--- src/rtl/serial_subtractor_pkg.sv ---
// Shared definitions for the bit-serial subtractor: FSM encoding, default width
// and the bit-counter sizing rule.
package serial_subtractor_pkg;

    typedef enum logic [1:0] {
        IDLE = 2'b00,
        RUN  = 2'b01,
        DONE = 2'b10
    } state_e;

    localparam int DEFAULT_WIDTH = 8;

    function automatic int cnt_width(input int width);
        return $clog2(width);
    endfunction

endpackage

--- src/rtl/serial_subtractor_if.sv ---
// Start/busy/done handshake plus operand and result bus of the serial subtractor.
interface serial_subtractor_if
    import serial_subtractor_pkg::*;
#(
    parameter int WIDTH = DEFAULT_WIDTH
);
    logic             start;
    logic [WIDTH-1:0] A;
    logic [WIDTH-1:0] B;
    logic             busy;
    logic             done;
    logic [WIDTH-1:0] DIFF;
    logic             BORROW;

    modport master (
        output start, A, B,
        input  busy, done, DIFF, BORROW
    );

    modport slave (
        input  start, A, B,
        output busy, done, DIFF, BORROW
    );
endinterface

--- src/rtl/serial_subtractor_half_subtractor.sv ---
// Gate-level half subtractor: D = X ^ Y, Bo = ~X & Y.
module half_subtractor (
    input  wire X,
    input  wire Y,
    output wire D,
    output wire Bo
);
    wire w_nx;

    xor u_xor (D, X, Y);
    not u_not (w_nx, X);
    and u_and (Bo, w_nx, Y);
endmodule

--- src/rtl/serial_subtractor.sv ---
// Bit-serial A - B, LSB first, one bit per clock with a registered borrow.
// Result and final borrow are published only on the last RUN edge.
module serial_subtractor
    import serial_subtractor_pkg::*;
#(
    parameter int WIDTH = DEFAULT_WIDTH
) (
    input  logic                clk,
    input  logic                rst_n,
    serial_subtractor_if.slave  bus
);
    localparam int CW = cnt_width(WIDTH);

    state_e           r_state;
    state_e           w_next;
    logic [WIDTH-1:0] r_sa;
    logic [WIDTH-1:0] r_sb;
    logic [WIDTH-1:0] r_res;
    logic [WIDTH-1:0] r_diff;
    logic             r_borrow;
    logic             r_br;
    logic [CW-1:0]    r_cnt;
    logic             r_busy;
    logic             r_done;
    logic             w_last;

    wire w_d1;
    wire w_bo1;
    wire w_bo2;
    wire w_d;
    wire w_br_next;

    // Full-subtractor cell: two half subtractors plus an OR for the borrow.
    half_subtractor u_hs0 (.X(r_sa[0]), .Y(r_sb[0]), .D(w_d1), .Bo(w_bo1));
    half_subtractor u_hs1 (.X(w_d1),    .Y(r_br),    .D(w_d),  .Bo(w_bo2));
    or u_or (w_br_next, w_bo1, w_bo2);

    assign w_last = (r_cnt == CW'(WIDTH - 1));

    // FSM state register.
    always_ff @(posedge clk or negedge rst_n) begin
        if (!rst_n) begin
            r_state <= IDLE;
        end else begin
            r_state <= w_next;
        end
    end

    // Next-state logic; start is only honoured in IDLE.
    always_comb begin
        w_next = r_state;
        case (r_state)
            IDLE: begin
                if (bus.start) begin
                    w_next = RUN;
                end else begin
                    w_next = IDLE;
                end
            end
            RUN: begin
                if (w_last) begin
                    w_next = DONE;
                end else begin
                    w_next = RUN;
                end
            end
            DONE:    w_next = IDLE;
            default: w_next = IDLE;
        endcase
    end

    // Handshake flags registered from the next state so they align with it.
    always_ff @(posedge clk or negedge rst_n) begin
        if (!rst_n) begin
            r_busy <= 1'b0;
            r_done <= 1'b0;
        end else begin
            r_busy <= (w_next == RUN);
            r_done <= (w_next == DONE);
        end
    end

    // Operand/result shifting, borrow flop, bit counter and result capture.
    always_ff @(posedge clk or negedge rst_n) begin
        if (!rst_n) begin
            r_sa     <= '0;
            r_sb     <= '0;
            r_res    <= '0;
            r_diff   <= '0;
            r_borrow <= 1'b0;
            r_br     <= 1'b0;
            r_cnt    <= '0;
        end else begin
            case (r_state)
                IDLE: begin
                    if (bus.start) begin
                        r_sa  <= bus.A;
                        r_sb  <= bus.B;
                        r_res <= '0;
                        r_br  <= 1'b0;
                        r_cnt <= '0;
                    end
                end
                RUN: begin
                    r_res <= {w_d, r_res[WIDTH-1:1]};
                    r_sa  <= r_sa >> 1;
                    r_sb  <= r_sb >> 1;
                    r_br  <= w_br_next;
                    r_cnt <= r_cnt + CW'(1);
                    if (w_last) begin
                        r_diff   <= {w_d, r_res[WIDTH-1:1]};
                        r_borrow <= w_br_next;
                    end
                end
                default: begin
                end
            endcase
        end
    end

    assign bus.busy   = r_busy;
    assign bus.done   = r_done;
    assign bus.DIFF   = r_diff;
    assign bus.BORROW = r_borrow;
endmodule

--- src/flat_wrapper.sv ---
// flat-port wrapper written by rule: the top's interface ports become plain ports
module serial_subtractor_flat import serial_subtractor_pkg::*;
#(
    parameter int WIDTH = DEFAULT_WIDTH
)
  (clk, rst_n, bus_start, bus_A, bus_B, bus_busy, bus_done, bus_DIFF, bus_BORROW);
  serial_subtractor_if #(.WIDTH(WIDTH)) bus_i ();
  input  logic clk;
  input  logic rst_n;
  input wire logic [$bits(bus_i.start)-1:0] bus_start;
  input wire logic [$bits(bus_i.A)-1:0] bus_A;
  input wire logic [$bits(bus_i.B)-1:0] bus_B;
  output wire logic [$bits(bus_i.busy)-1:0] bus_busy;
  output wire logic [$bits(bus_i.done)-1:0] bus_done;
  output wire logic [$bits(bus_i.DIFF)-1:0] bus_DIFF;
  output wire logic [$bits(bus_i.BORROW)-1:0] bus_BORROW;
  assign bus_i.start = bus_start;
  assign bus_i.A = bus_A;
  assign bus_i.B = bus_B;
  assign bus_busy = bus_i.busy;
  assign bus_done = bus_i.done;
  assign bus_DIFF = bus_i.DIFF;
  assign bus_BORROW = bus_i.BORROW;
  serial_subtractor #(.WIDTH(WIDTH)) u_core (.clk(clk), .rst_n(rst_n), .bus(bus_i));
endmodule
--- config.mk ---
export PLATFORM = sky130hd
export DESIGN_NAME = serial_subtractor_flat
export DESIGN_NICKNAME = d
export VERILOG_FILES = /design/src/rtl/serial_subtractor_pkg.sv /design/src/rtl/serial_subtractor_if.sv /design/src/rtl/serial_subtractor_half_subtractor.sv /design/src/rtl/serial_subtractor.sv /design/src/flat_wrapper.sv
export SDC_FILE = /design/constraint.sdc
export NUM_CORES = 1
export LEC_CHECK = 0
export BUFFER_PORTS_ARGS = -buffer_cell sky130_fd_sc_hd__buf_2
export CAP_MARGIN = 0
export CORE_MARGIN = 10
export CORE_UTILIZATION = 30
export DETAILED_ROUTE_END_ITERATION = 7
export HOLD_SLACK_MARGIN = 0.1
export SETUP_SLACK_MARGIN = 0.15
export SYNTH_ARGS = -nofsm -noshare
export SYNTH_HDL_FRONTEND = slang
export SYNTH_SLANG_ARGS = --single-unit
--- constraint.sdc ---
create_clock -name clk -period 4.6 [get_ports clk]
set_clock_uncertainty 0.05 [all_clocks]
set_input_delay 0.23 -clock clk [delete_from_list [all_inputs] [get_ports clk]]
set_output_delay 0.23 -clock clk [all_outputs]
set_load 0.005 [all_outputs]
[After elaboration in Yosys (flattened, before gate mapping)]
Cells that the tools add are included.
Widths: inputs -> output; s select.
Storage, ports and cells
  output and inout bits: 11
  bits in registers: 41
  input bits: 19
  word-level logic and storage cells: 40
Cells by class
  equality and inequality tests: 5
  reduce and logical (&&, ||, !) cells: 4
  muxes and demuxes: 13
  bitwise operators: 7
  $add $sub $neg: 1
Operators with widths (count)
  $pmux 8 s2: 3
  $mux 8: 3
  $pmux 3 s2: 1
  $eq 2x1->1 const B: 2
  $pmux 2 s2: 1
  $reduce_and 2->1: 2
  $add 3x1->3 const B: 1
  $eq 3x3->1 const B: 1
  $mux 3: 1
  $and 1x1->1: 2
  $eq 2x2->1 const B: 1
  $logic_not 2->1: 1
  $mux 1: 2
  $mux 2: 1
  $ne 2x2->1 const B: 1
  $not 1->1: 2
  $pmux 1 s2: 1
  $reduce_bool 2->1: 1
  $xor 1x1->1: 2
  $or 1x1->1: 1

[Depth between registers and ports, before layout]
  depth in word-level cells: 5
  gate-level depth with buffers: 6
  depth with buffers taken out: 5

[Modules after synthesis]
A second synthesis with hierarchy kept.
Second synthesis, totals
  cell total of the unflattened synthesis: 138
  area total of the unflattened synthesis: 1824.2 sq um
Modules (own cells, without submodules)
  serial_subtractor: sequential area each 1001.0 sq um, instances 1, area each 1784.2 sq um, cells each 132
  half_subtractor: sequential area each 0.0 sq um, instances 2, area each 20.0 sq um, cells each 3

[Worst setup path before layout]
OpenSTA, ideal clock, no wires.
  path kind: register to register
  start point: register u_core.r_cnt[0]
  end point: register u_core.r_diff[2] (netlist: u_core.bus.DIFF[2])
  clock period less this slack: 1490 ps
  buffers on the path: 1
  path slack: 3110 ps
  data required time: 4423 ps
  library setup time: 127 ps
  arrival: 1313 ps
  stages on the path, launching flop included: 6
  cells stage by stage: dfrtp_1 ha_1 ha_1 nand3b_4 buf_6 mux2_1
Between the ends
  cells in the longest elaborated chain, start to end: 2
Ends and longest elaborated chain
  start: declaration: line serial_subtractor.sv:22  | logic [CW-1:0] r_cnt;
  start signal: assignment: line serial_subtractor.sv:109  | r_cnt <= r_cnt + CW'(1);
  $eq 3x3->1: line serial_subtractor.sv:38  | assign w_last = (r_cnt == CW'(WIDTH - 1));
  $reduce_and 2->1 (no source line)
  end signal: assignment: line serial_subtractor.sv:111  | r_diff <= {w_d, r_res[WIDTH-1:1]};
  end: declaration: line serial_subtractor.sv:19  | logic [WIDTH-1:0] r_diff;
No other way between the ends.
A chain may end at the register's enable or synchronous reset.

[Final worst setup path]
  start point: register u_core.r_state[0]
  end point: register u_core.r_cnt[1]
Between the ends
  cells in the longest elaborated chain, start to end: 3
  elaborated cells on any way between the ends: 6
  classes of those cells: eq/ne: 2; mux: 1; reduce/logical: 3
Ends and longest elaborated chain
  start: declaration: line serial_subtractor.sv:14  | state_e r_state;
  start signal: assignment: line serial_subtractor.sv:45  | r_state <= w_next;
  $eq 2x1->1 / $logic_not 2->1 (equally long branches): line serial_subtractor.sv:94  | case (r_state)
  $reduce_bool 2->1 (no source line) / $ne 2x2->1 (equally long branches)
  $reduce_and 2->1 (no source line)
Parallel ways exist; a longest one is shown, timed or not.

==> results_dict.tcl <==
set metrics [dict create \
    status "completed" \
    postSynthAreaPerCell_sq_um 12.23 \
    syn_to_final_growth_pct 13.67 \
    die_x_microns 95.54 \
    rsz0062_at_grt "no" \
    cp_data_required_time_ns 4.77 \
    synth_area_leaders "dfrtp_1 (58%), o32ai_1 (7.2%), o22ai_1 (5.1%)" \
    ys_seq_elements 40 \
    row_count 27 \
    viasPerCell 4.903 \
    synthArstFlopShare_pct 100.0 \
    start_util_pct 31.08 \
    ys_warn_count 0 \
    synth_largest_area_cell "dfrtp_1" \
    io_buffers 29 \
    relSlewSlack_pct 40.31 \
    die_h_microns 95.54 \
    worst_slew_pin_slew_ns 0.8935 \
    clkSinkCount 40 \
    r2r-start "u_core.r_state[0]" \
    synth_compound_area_share_pct 19.96 \
    drtPass1Iterations 4 \
    period_share_pct 40.02 \
    clkLatencyLatePin_ns 0.29 \
    cts_buffers 5 \
    cpLargestDelayFamily "compound AO/OA/AOI/OAI gates" \
    layout-drive-gt1-share_pct 22.89 \
    syn-num-nets 162 \
    netlist_area_sq_mm 0.001712 \
    cp_max_fo 24 \
    final_nets 188 \
    synth_cell_types 23 \
    cp_num_buf_inv 0 \
    slew_viol_final 0 \
    antenna_found_initial 0 \
    synth_mux_area_share_pct 5.263 \
    synthTopCellsByCount "dfrtp_1 (40), nor2_1 (15), o22ai_1 (14), o32ai_1 (14), a22o_1 (9)" \
    post_cts_buffers 0 \
    dp_hpwl_mm 2.334 \
    drt_iter0_markers 103 \
    cp.arrival_ns 2.01 \
    setup_tns_ns 0 \
    hold_path_class "primary input to flip-flop" \
    min_period_ns 1.841 \
    max-cap-violations 0 \
    root_buffer "clkbuf_8" \
    cts.path.max_buffers 2 \
    vias 1167 \
    synthAdderAreaFrac_pct 2.632 \
    hp-start "bus_B[7]" \
    whs_ns 0.1344 \
    grt_pass1_vias 1221 \
    worstPathCellList "o21bai_1, a22o_1" \
    wirelength_mm 3.382 \
    synth-simple-area-share_pct 7.383 \
    finalSetupViolations 0 \
    path_clk_slew_ns 0.07 \
    synth_seq_area_share_pct 58.48 \
    synthDominantCellAreaShare_pct 58.48 \
    startpoint_type "flip-flop" \
    cp-startpoint "u_core.r_state[0]" \
    cts_hold_buf 1 \
    fin_cells 238 \
    ys_dominant_reg_cell "dfrtp_1" \
    gr-usage-all-layers_pct 7.919 \
    ant_nets 0 \
    place_congestion 0.7585 \
    hold_violations 0 \
    clock.fmax_ghz 0.5433 \
    nFillCells 544 \
    critPathSlowestCell "o21bai_1" \
    cp-end-kind "flip-flop" \
    antennaDiodeCount 0 \
    ir_drop_mv 0.1637 \
    synth-xor-area-share_pct 0 \
    dp.cells 230 \
    syn_inst 140 \
    grt_max_degree 41 \
    fp.coreArea_sq_mm 0.005507 \
    synth_top_family_by_area "compound AO/OA/AOI/OAI gates" \
    globalRouteOverflowTotal 0 \
    slowest_delay_ns 0.84 \
    grt_pass1_wl_mm 5.802 \
    power_density_mw_per_mm2 635.2 \
    cts_resized 0 \
    drc 0 \
    boundaryPins 30 \
    synth_edf_count 0 \
    power.leakage_nw 0.9002 \
    dieArea_sq_mm 0.009127 \
    htree_levels 2 \
    crit_type "flip-flop to flip-flop" \
    wl_per_cell_microns 14.21 \
    yosysMostFrequentCell "dfrtp_1" \
    cts_tree "yes" \
]
-- placed cells by master (no fill, tap or decap), drive strengths merged, types with 2 or more instances in the layout --
cell type	Yosys	final
dfrtp	40	40
buf	10	29
nor2	15	15
o32ai	14	14
o22ai	14	14
a22o	9	9
mux2	8	8
o21ai	7	7
clkbuf	1	6
inv	5	5
nand2	5	5
a21oi	2	2
nor2b	2	2
nand2b	2	2
ha	2	2
-- logic make-up after synthesis --
logic type / after synthesis
DFF: 40
adders and majority gates: 3
muxes: 8
and+or+nand+nor: 26
AOI/OAI and AO/OA: 47
buffers and inverters: 16
-- cell type report --
type	count	area [sq um]	area share [%]
clock buffers	6	72.57	3.730
clock inverters	1	5.005	0.2572
inverters	5	18.77	0.9646
multi-input cells	84	603.1	31.00
flip-flops and latches	40	1001	51.45
well taps	72	90.09	4.630
repair buffers	30	155.1	7.974
-- report_power, final --
part,internal (mW),switching (mW)
combinational,0.202,0.198
clock,0.103,0.110
sequential,0.506,0.117
-- sequential cells by signal, summed over array words and instances (netlist names) --
register,cells
u_core.r_state,2
u_core.r_br,1
u_core.bus.BORROW,1
u_core.r_res,7
u_core.r_cnt,3
u_core.r_sa,8
u_core.bus.busy,1
u_core.r_sb,8
u_core.bus.DIFF,8
u_core.bus.done,1
-- path summary, 6_finish.rpt --
kind	slack, ns	cells after the start	end
max	2.76	2	u_core.r_cnt[1]
min	0.13	3	u_core.r_sb[7]
max reg2reg	2.76	2	u_core.r_cnt[1]
min reg2reg	0.44	1	u_core.bus.DIFF[2]
max in group asynchronous	3.40	2	u_core.bus.DIFF[4]
min in group asynchronous	0.55	2	u_core.r_sb[7]
-- per-stage QoR --
stage | power (mW) | setup slack (ns) | util (%) | area (sq um)
finish | 1.236 | 2.759 | 35.33 | 1946
global route | 1.355 | 2.543 | 35.33 | 1946
CTS | 1.258 | 2.747 | 35.33 | 1946
detailed placement | 1.038 | 2.768 | 33.74 | 1858
global placement | 1.027 | 2.767 | 33.74 | 1858
floorplan | 0.9320 | 3.110 | - | 1712
-- metal layers --
metal / part of all wire, % / GRT usage [%] / up-vias
met5: 0 / 0 / -
met4: 1.9 / 3.317 / 0
met3: 4.0 / 2.357 / 6
met2: 50 / 12.81 / 18
met1: 44 / 9.586 / 574
li1: - / - / 569
-- worst min-delay path, stage by stage --
cell and delay (ns):
buf_2 0.10, nand2_1 0.04, o21ai_0 0.06
Note: power is estimated with default switching activity, not from simulation.
